--- config.mk ---
export PLATFORM = sky130hd
export DESIGN_NAME = instfetch
export DESIGN_NICKNAME = d
export VERILOG_FILES = /design/src/rtl/instfetch_pkg.sv /design/src/rtl/instfetch_icache.sv /design/src/rtl/instfetch.sv
export SDC_FILE = /design/constraint.sdc
export NUM_CORES = 1
export LEC_CHECK = 0
export BUFFER_PORTS_ARGS = -buffer_cell sky130_fd_sc_hd__buf_4
export CAP_MARGIN = 20
export CORE_MARGIN = 2
export CORE_UTILIZATION = 61
export DETAILED_ROUTE_END_ITERATION = 16
export PLACE_DENSITY = 0.79
export SYNTH_ARGS = -nofsm -noshare
export SYNTH_HDL_FRONTEND = slang
export SYNTH_SLANG_ARGS = --single-unit
--- constraint.sdc ---
create_clock -name clk_in -period 6 [get_ports clk_in]
set_input_delay 1.2 -clock clk_in [delete_from_list [all_inputs] [get_ports clk_in]]
set_output_delay 1.2 -clock clk_in [all_outputs]
set_load 0.005 [all_outputs]
--- src/rtl/instfetch_pkg.sv ---
// Shared widths, defaults and fetch FSM encoding for the instruction fetch unit.
package instfetch_pkg;

    localparam int unsigned IDWidth            = 32;
    localparam int unsigned AddressWidth       = 32;
    localparam int unsigned ICacheLinesDefault = 16;

    typedef enum logic [0:0] {
        StLookup = 1'b0,
        StWait   = 1'b1
    } if_state_e;

endpackage

--- src/rtl/instfetch_icache.sv ---
// Direct-mapped one-word-per-line instruction cache: combinational read, synchronous fill.
module instfetch_icache
    import instfetch_pkg::*;
#(
    parameter int unsigned Lines      = ICacheLinesDefault,
    parameter int unsigned IndexWidth = 4
) (
    input  logic                    clk_i,
    input  logic                    rst_ni,
    input  logic [AddressWidth-1:0] rd_addr_i,
    output logic                    rd_hit_o,
    output logic [IDWidth-1:0]      rd_data_o,
    input  logic                    wr_en_i,
    input  logic [AddressWidth-1:0] wr_addr_i,
    input  logic [IDWidth-1:0]      wr_data_i
);

    localparam int unsigned TagWidth = AddressWidth - IndexWidth - 2;

    logic [Lines-1:0]    valid_q;
    logic [TagWidth-1:0] tag_q  [Lines];
    logic [IDWidth-1:0]  data_q [Lines];

    logic [IndexWidth-1:0] rd_idx;
    logic [IndexWidth-1:0] wr_idx;
    logic [TagWidth-1:0]   rd_tag;
    logic [TagWidth-1:0]   wr_tag;
    logic                  unused_addr_bits;

    assign rd_idx           = rd_addr_i[IndexWidth+1:2];
    assign wr_idx           = wr_addr_i[IndexWidth+1:2];
    assign rd_tag           = rd_addr_i[AddressWidth-1:IndexWidth+2];
    assign wr_tag           = wr_addr_i[AddressWidth-1:IndexWidth+2];
    assign unused_addr_bits = ^{rd_addr_i[1:0], wr_addr_i[1:0]};

    // Only the valid bits need clearing; stale tag/data behind a cleared bit are harmless.
    always_ff @(posedge clk_i or negedge rst_ni) begin
        if (!rst_ni) begin
            valid_q <= '0;
        end else if (wr_en_i) begin
            valid_q[wr_idx] <= 1'b1;
        end
    end

    always_ff @(posedge clk_i) begin
        if (wr_en_i) begin
            tag_q[wr_idx]  <= wr_tag;
            data_q[wr_idx] <= wr_data_i;
        end
    end

    assign rd_hit_o  = valid_q[rd_idx] && (tag_q[rd_idx] == rd_tag);
    assign rd_data_o = data_q[rd_idx];

endmodule

--- src/rtl/instfetch.sv ---
// Fetch unit: walks the PC through the icache, fills misses from memory and
// pushes one {inst, pc} per cycle to the instruction queue.
module instfetch
    import instfetch_pkg::*;
#(
    parameter int unsigned             ICacheLines      = ICacheLinesDefault,
    parameter int unsigned             ICacheIndexWidth = 4,
    parameter logic [AddressWidth-1:0] ResetPC          = '0
) (
    input  logic                    clk_in,
    input  logic                    rst_in,
    input  logic                    rdy_in,
    input  logic                    instqueue_if_rdy_in,
    output logic                    if_instqueue_en_out,
    output logic [IDWidth-1:0]      if_instqueue_inst_out,
    output logic [AddressWidth-1:0] if_instqueue_pc_out,
    output logic                    if_mc_en_out,
    output logic [AddressWidth-1:0] if_mc_addr_out,
    input  logic                    mc_if_rdy_in,
    input  logic [IDWidth-1:0]      mc_if_data_in,
    input  logic                    rob_if_rst_in,
    input  logic [AddressWidth-1:0] rob_if_pc_in
);

    if_state_e               state_q;
    logic [AddressWidth-1:0] pc_q;
    logic [AddressWidth-1:0] mc_addr_q;
    logic [AddressWidth-1:0] iq_pc_q;
    logic [IDWidth-1:0]      iq_inst_q;
    logic                    iq_en_q;
    logic                    mc_en_q;

    logic               hit;
    logic [IDWidth-1:0] hit_data;
    logic               fill_en;
    logic               unused_rob_pc_bits;

    // A fill landing in the same cycle as a redirect is still correct for its address.
    assign fill_en            = rdy_in && (state_q == StWait) && mc_if_rdy_in;
    assign unused_rob_pc_bits = ^rob_if_pc_in[1:0];

    instfetch_icache #(
        .Lines      (ICacheLines),
        .IndexWidth (ICacheIndexWidth)
    ) u_icache (
        .clk_i     (clk_in),
        .rst_ni    (rst_in),
        .rd_addr_i (pc_q),
        .rd_hit_o  (hit),
        .rd_data_o (hit_data),
        .wr_en_i   (fill_en),
        .wr_addr_i (mc_addr_q),
        .wr_data_i (mc_if_data_in)
    );

    always_ff @(posedge clk_in or negedge rst_in) begin
        if (!rst_in) begin
            state_q   <= StLookup;
            pc_q      <= ResetPC;
            mc_addr_q <= '0;
            mc_en_q   <= 1'b0;
            iq_en_q   <= 1'b0;
            iq_inst_q <= '0;
            iq_pc_q   <= '0;
        end else if (rdy_in) begin
            iq_en_q <= 1'b0;
            if (rob_if_rst_in) begin
                pc_q    <= {rob_if_pc_in[AddressWidth-1:2], 2'b00};
                state_q <= StLookup;
                mc_en_q <= 1'b0;
            end else begin
                unique case (state_q)
                    StLookup: begin
                        if (hit) begin
                            if (instqueue_if_rdy_in) begin
                                iq_en_q   <= 1'b1;
                                iq_inst_q <= hit_data;
                                iq_pc_q   <= pc_q;
                                pc_q      <= pc_q + AddressWidth'(4);
                            end
                        end else begin
                            mc_en_q   <= 1'b1;
                            mc_addr_q <= pc_q;
                            state_q   <= StWait;
                        end
                    end
                    StWait: begin
                        if (mc_if_rdy_in) begin
                            mc_en_q <= 1'b0;
                            state_q <= StLookup;
                        end
                    end
                endcase
            end
        end
    end

    assign if_instqueue_en_out   = iq_en_q;
    assign if_instqueue_inst_out = iq_inst_q;
    assign if_instqueue_pc_out   = iq_pc_q;
    assign if_mc_en_out          = mc_en_q;
    assign if_mc_addr_out        = mc_addr_q;

endmodule

==> impl_metrics.ini, run 1 <==
[clock_network]
clkTransAtPathRegs_ns = 0.06
clock_tree.root_cell = clkbuf_16
clk_path_buf_depth = 3
holdBufCountCts = 0
htreeDepth = 3
cts_tree = done
cts_sinks = 1069
insertion_delay_ns = 0.68
post-cts-setup-buffer-count = 0
cts_inserted_buffers = 102
cts_resized = 0

[floorplan]
placementRows = 96
die_x_um = 268
core_area_mm2 = 0.0688
ioPinCount = 168
dieArea_mm2 = 0.0718
start_util = 0.617
die_h_um = 268

[power_and_ir_drop]
ir_worst_vdd_mv = 0.275
power_density_mw_per_mm2 = 360
seq_power_share = 0.521
power.switching_mw = 4.36
comb_power_share = 0.122
p_int_mw = 13.0
cellLeakagePower_nw = 16.5
p_clk_frac = 0.357
swShare = 0.251

[critical_path]
crit_type = reg -> reg
critPathMostFrequentCell = mux2_2
crit_start = pc_q[2]
path_buf_inv = 1
cp-end-kind = flop
r2r_slack_ns = 0.84
crit_fanout = 59
critical_path.reg2reg.endpoint = pc_q[26]
worstPathRequired_ns = 6.54
worstPathArrival_ns = 5.70
slowest_stage = dfrtp_4
critical_path.startpoint_type = flop
path_cells = mux4_1 > mux2_2 > a221oi_1 > a31oi_1 > or4_1 > or4_4 > nor4_4 > buf_12 > nand4_1 > mux2_2
reg2reg_depth = 10
crit_path_max_incr_delay_ns = 1.01
cp.depth = 10
endpoint = pc_q[26]
r2r_start = pc_q[2]
path_delay_family = simple AND/OR/NAND/NOR gates

[sta]
finalCriticalPeriod_ns = 5.16
hold_ws_ns = 0.466
layout_setup_ws_ns = 0.845
tightest_slew_ns = 1.11
hold_viol_final = 0
clock.fmax_mhz = 194
min_period_over_period = 0.859
relSlewSlack = 0.259
finClkSkew_ns = 0.0458
slew_viol_final = 0
rsz0062_at_grt = false
setup_tns_ns = 0
setup_viol = 0

[logic_synthesis]
synth.distinct_cells = 79
yosysSeqAreaShare = 0.739
synth-edff-count = 928
yosys-top-cells-area = edfxtp_1 66%, mux4_2 12%, dfrtp_1 8.3%
synth_cells = 2125
async_flop_share = 0.132
ys_ff_latch = 1069
yosysTopAreaCell = edfxtp_1
synthTopCellsByCount = 928 x edfxtp_1, 223 x mux4_2, 141 x dfrtp_1
synth_top_area_share = 0.656
synth_area_mm2 = 0.0425
yosysWarnings = 0
synthMostInstantiatedCell = edfxtp_1
synth.avg_cell_area_um2 = 20.0
synthFlopType = edfxtp_1

[route]
num_vias = 22800
postRouteWirelength_um = 109000
wl_per_cell_um = 32.7
drtIter0Drc = 2714
drc = 0
vias_per_cell = 6.82
detail_route.first_pass.iterations = 8
final_antenna_net_count = 0

[global_routing]
grt_first_pass_wirelength_um = 157000
antenna_found_initial = 1
grt_max_degree = 60
first_global_vias = 23100
grt_util_all_layers = 0.309
gr-total-overflow = 0

[final_layout]
area_growth_pct = 13.6
stdcell_area_mm2 = 0.0483
drive_gt1_frac = 0.321
nets = 2392

[flow_run]
maxCapViolCount = 0

[placed_design]
dp_worst_setup_slack_ns = 0.950
io_buffers = 161
globalplace.congestion = 0.930
dpl.hpwl_um = 57800
place_area_mm2 = 0.0450

[status]
outcome = completed

[worst_hold_path]
min-delay-path-class = reg -> reg
worst reg2reg max path: cells and delay by family, from the launching register on:
family          cells  cell delay (ns)
compound gates      2             0.47
buf+inv             1             0.37
flops               1             1.01
mux                 3             1.37
simple gates        4             1.81
metrics by stage:
stage / util / total power, mW / instances
after detailed placement: 0.654 / 11.3 / 3147
after global routing: 0.701 / 17.9 / 3340
after global placement: 0.654 / 11.2 / 3146
after floorplan: - / 10.4 / 2128
after CTS: 0.701 / 17.4 / 3338
final: 0.701 / 17.4 / 3342
final cells by class:
| class | instances | area, um2 |
|---|---|---|
| Timing Repair Buffer | 220 | 1890 |
| Inverter | 24 | 92.6 |
| Sequential cell | 1069 | 31400 |
| Fill cell | 4049 | 20600 |
| Antenna cell | 3 | 7.51 |
| Tap cell | 931 | 1160 |
| Clock buffer | 147 | 2910 |
| Clock inverter | 44 | 335 |
| Multi-Input combinational cell | 904 | 10500 |
cells in the final DEF (no fill, tap or decap), types with 22 or more instances in the layout:
master / count
nor2_1: 43
mux2i_1: 75
a22oi_1: 27
clkbuf_1: 30
buf_4: 199
clkbuf_16: 105
edfxtp_1: 928
o22ai_1: 28
mux2_2: 134
mux4_2: 223
nand2_1: 55
inv_1: 22
dfrtp_1: 138
power by group through the flow:
stage          logic [mW]  registers [mW]  clock network, mW
3_3_place_gp         2.05            9.14                  0
4_1_cts              2.12            9.03               6.27
2_1_floorplan        1.42            8.94                  0
6_report             2.12            9.05               6.20
3_5_place_dp         2.09            9.18                  0
5_1_grt              2.24            9.09               6.54
cell families after synthesis:
kind of cell / count (synthesis) / synth area share
AOI/OAI and AO/OA: 177 / 0.0310
xor gates and xnor gates: 12 / 0.00247
adders and majority gates: 1 / 0.000294
buffers and inverters: 155 / 0.0182
DFF: 1069 / 0.739
muxes: 438 / 0.175
other: 1 / 0.0000883
and+or+nand+nor: 272 / 0.0342
routing by layer:
| metal | GRT usage | up-vias | part of all wire |
|---|---|---|---|
| met2 | 0.510 | 1402 | 0.51 |
| met4 | 0.129 | 0 | 0.042 |
| li1 | - | 9145 | - |
| met1 | 0.414 | 12000 | 0.37 |
| met3 | 0.0543 | 237 | 0.085 |
| met5 | 0 | - | 0 |
state kept, by name (all words and copies together) (netlist names):
name,cells
state_q,1
if_instqueue_inst_out,32
u_icache.data_q,512
if_mc_en_out,1
if_instqueue_en_out,1
if_mc_addr_out,30
u_icache.tag_q,416
pc_q,30
u_icache.valid_q,16
if_instqueue_pc_out,30
worst min path at each step:
stage | start | to | cells after the start
detailed placement | u_icache.valid_q[4] | u_icache.valid_q[4] | 1
finish | u_icache.valid_q[15] | u_icache.valid_q[15] | 1
CTS | u_icache.valid_q[10] | u_icache.valid_q[10] | 1
global placement | u_icache.valid_q[13] | u_icache.valid_q[13] | 1
global route | u_icache.valid_q[10] | u_icache.valid_q[10] | 1
floorplan | u_icache.valid_q[10] | u_icache.valid_q[10] | 1
(Power assumes the default switching activity.)
==> run 2: changes to the inputs <==
- CORE_MARGIN: 2 -> 1
- MAX_ROUTING_LAYER: unset -> met4
==> run 2 against run 1 <==
Effect of this change:
- cell area is 0.21% higher
- sequential share of layout area shrank 0.13 points
- non-clock buffer count grew 1
- clock-buffer cell count down 4
- clock skew fell by 0.022 ns
- cell count hardly changed
- clock power grew 4.5%
- critical path depth grew 2
==> impl_metrics.ini, run 2 (synthesis gave the netlist of run 1 again) <==
[route]
final_antenna_net_count = 0
num_vias = 22800
detail_route.first_pass.iterations = 6
wl_per_cell_um = 32.9
postRouteWirelength_um = 110000
vias_per_cell = 6.83
drc = 0
drtIter0Drc = 3024

[critical_path]
crit_path_max_incr_delay_ns = 0.87
crit_fanout = 46
path_cells = buf_4 > buf_4 > mux2_2 > o22ai_1 > nor3_1 > a2111oi_0 > and4_1 > or4b_2 > nor4_4 > buf_12 > nand4_1 > mux2_2
critical_path.startpoint_type = flop
crit_type = reg -> reg
r2r_start = pc_q[2]
worstPathRequired_ns = 6.55
worstPathArrival_ns = 5.73
r2r_slack_ns = 0.82
reg2reg_depth = 12
crit_start = pc_q[2]
slowest_stage = dfrtp_4
critical_path.reg2reg.endpoint = pc_q[26]
cp-end-kind = flop

[sta]
relSlewSlack = 0.230
finalCriticalPeriod_ns = 5.18
tightest_slew_ns = 1.15
slew_viol_final = 0
setup_viol = 0
hold_ws_ns = 0.490
min_period_over_period = 0.864
clock.fmax_mhz = 193
setup_tns_ns = 0
rsz0062_at_grt = false
finClkSkew_ns = 0.0242
hold_viol_final = 0

[floorplan]
start_util = 0.618
die_x_um = 266
placementRows = 96
ioPinCount = 168
die_h_um = 266
dieArea_mm2 = 0.0707
core_area_mm2 = 0.0687

[final_layout]
area_growth_pct = 13.8
fillers = 4132
layout_commonest_cell = edfxtp_1
largest_reg_flops = 512
top_register = u_icache.data_q
final_cell_mix = 928 x edfxtp_1, 223 x mux4_2, 207 x buf_4
drive_gt1_frac = 0.327
antenna-diode-count = 0
nets = 2395
layoutNonFillerInstCount = 3344

[global_routing]
gr-total-overflow = 0
grt_first_pass_wirelength_um = 158000
grt_max_degree = 80
first_global_vias = 23100
antenna_found_initial = 0
grt_util_all_layers = 0.327

[clock_network]
clock_tree.root_cell = clkbuf_16
post-cts-setup-buffer-count = 0
cts_sinks = 1069
clkTransAtPathRegs_ns = 0.06
cts_resized = 0
holdBufCountCts = 0
cts_inserted_buffers = 104
cts_tree = done
clk_path_buf_depth = 3
htreeDepth = 3
insertion_delay_ns = 0.68

[power_and_ir_drop]
cellLeakagePower_nw = 16.6
ir_worst_vdd_mv = 0.279
seq_power_share = 0.512
total_power_mw = 17.7
swShare = 0.251
power_density_mw_per_mm2 = 366
comb_power_share = 0.121
p_int_mw = 13.2
power.switching_mw = 4.44
p_clk_frac = 0.367

[flow_run]
maxCapViolCount = 0

[worst_hold_path]
min_to = if_instqueue_en_out
holdPathStages = 1
min_from = if_instqueue_en_out
min-delay-path-class = reg -> reg

[placed_design]
globalplace.congestion = 0.921
dpl.hpwl_um = 60400
dp.cells = 3149
io_buffers = 161

[status]
outcome = completed
## run 2: cell types whose count changed in the layout (fill, tap and decap cells not counted), moves of 2 or more
| cell | delta |
|---|---|
| diode_2 | -3 |
| clkbuf_1 | -6 |
| clkbuf_16 | +3 |
| inv_16 | +2 |
| buf_12 | -5 |
| bufinv_16 | +4 |
| buf_6 | -2 |
| buf_4 | +8 |
| clkinv_2 | +4 |
| clkinv_16 | -2 |
## run 2: power by group through the flow
stage	Combinational, mW	Clock (mW)	Sequential, mW
after floorplan	1.42	0	8.94
after global placement	2.06	0	9.14
after detailed placement	2.11	0	9.19
after CTS	2.14	6.53	9.04
after global routing	2.25	6.81	9.09
final	2.14	6.48	9.06
## run 2: how the worst max path moves through the flow
stage	endpoint	slack (ns)	depth (start not counted)
2_1_floorplan	u_icache.data_q[1][0]	1.12	4
3_3_place_gp	pc_q[26]	0.94	11
3_5_place_dp	pc_q[26]	0.90	12
4_1_cts	pc_q[26]	0.85	12
5_1_grt	pc_q[26]	0.53	12
6_report	pc_q[26]	0.82	12
## run 2: cell type report
| class | instances | area [um2] | area share |
|---|---|---|---|
| Timing Repair Buffer | 221 | 1830 | 0.0377 |
| Multi-Input combinational cell | 904 | 10500 | 0.216 |
| Tap cell | 931 | 1160 | 0.0241 |
| Clock buffer | 143 | 2940 | 0.0609 |
| Clock inverter | 52 | 462 | 0.00955 |
| Sequential cell | 1069 | 31400 | 0.649 |
| Inverter | 24 | 92.6 | 0.00191 |
## run 2: stage by stage
stage	utilization	setup slack [ns]	cell area [um2]
after floorplan	-	1.12	42500
after global routing	0.704	0.530	48400
after global placement	0.654	0.939	44900
after CTS	0.704	0.849	48400
after detailed placement	0.654	0.902	45000
final	0.704	0.816	48400
## run 2: critical path: cells and delay by family, from the launching register on
kind / cells / cell delay (ns)
AND/OR/NAND/NOR: 5 / 1.73
buffers and inverters: 3 / 1.14
flip-flops: 1 / 0.87
multiplexers: 2 / 0.69
AO/OA/AOI/OAI: 2 / 0.49
## run 2: routing by layer
| layer | GRT usage | wire length (um) | up-vias |
|---|---|---|---|
| li1 | - | - | 9161 |
| met1 | 0.434 | 41600 | 12000 |
| met2 | 0.519 | 54900 | 1357 |
| met3 | 0.0525 | 9040 | 289 |
| met4 | 0.121 | 4530 | 0 |
| met5 | - | 0 | - |
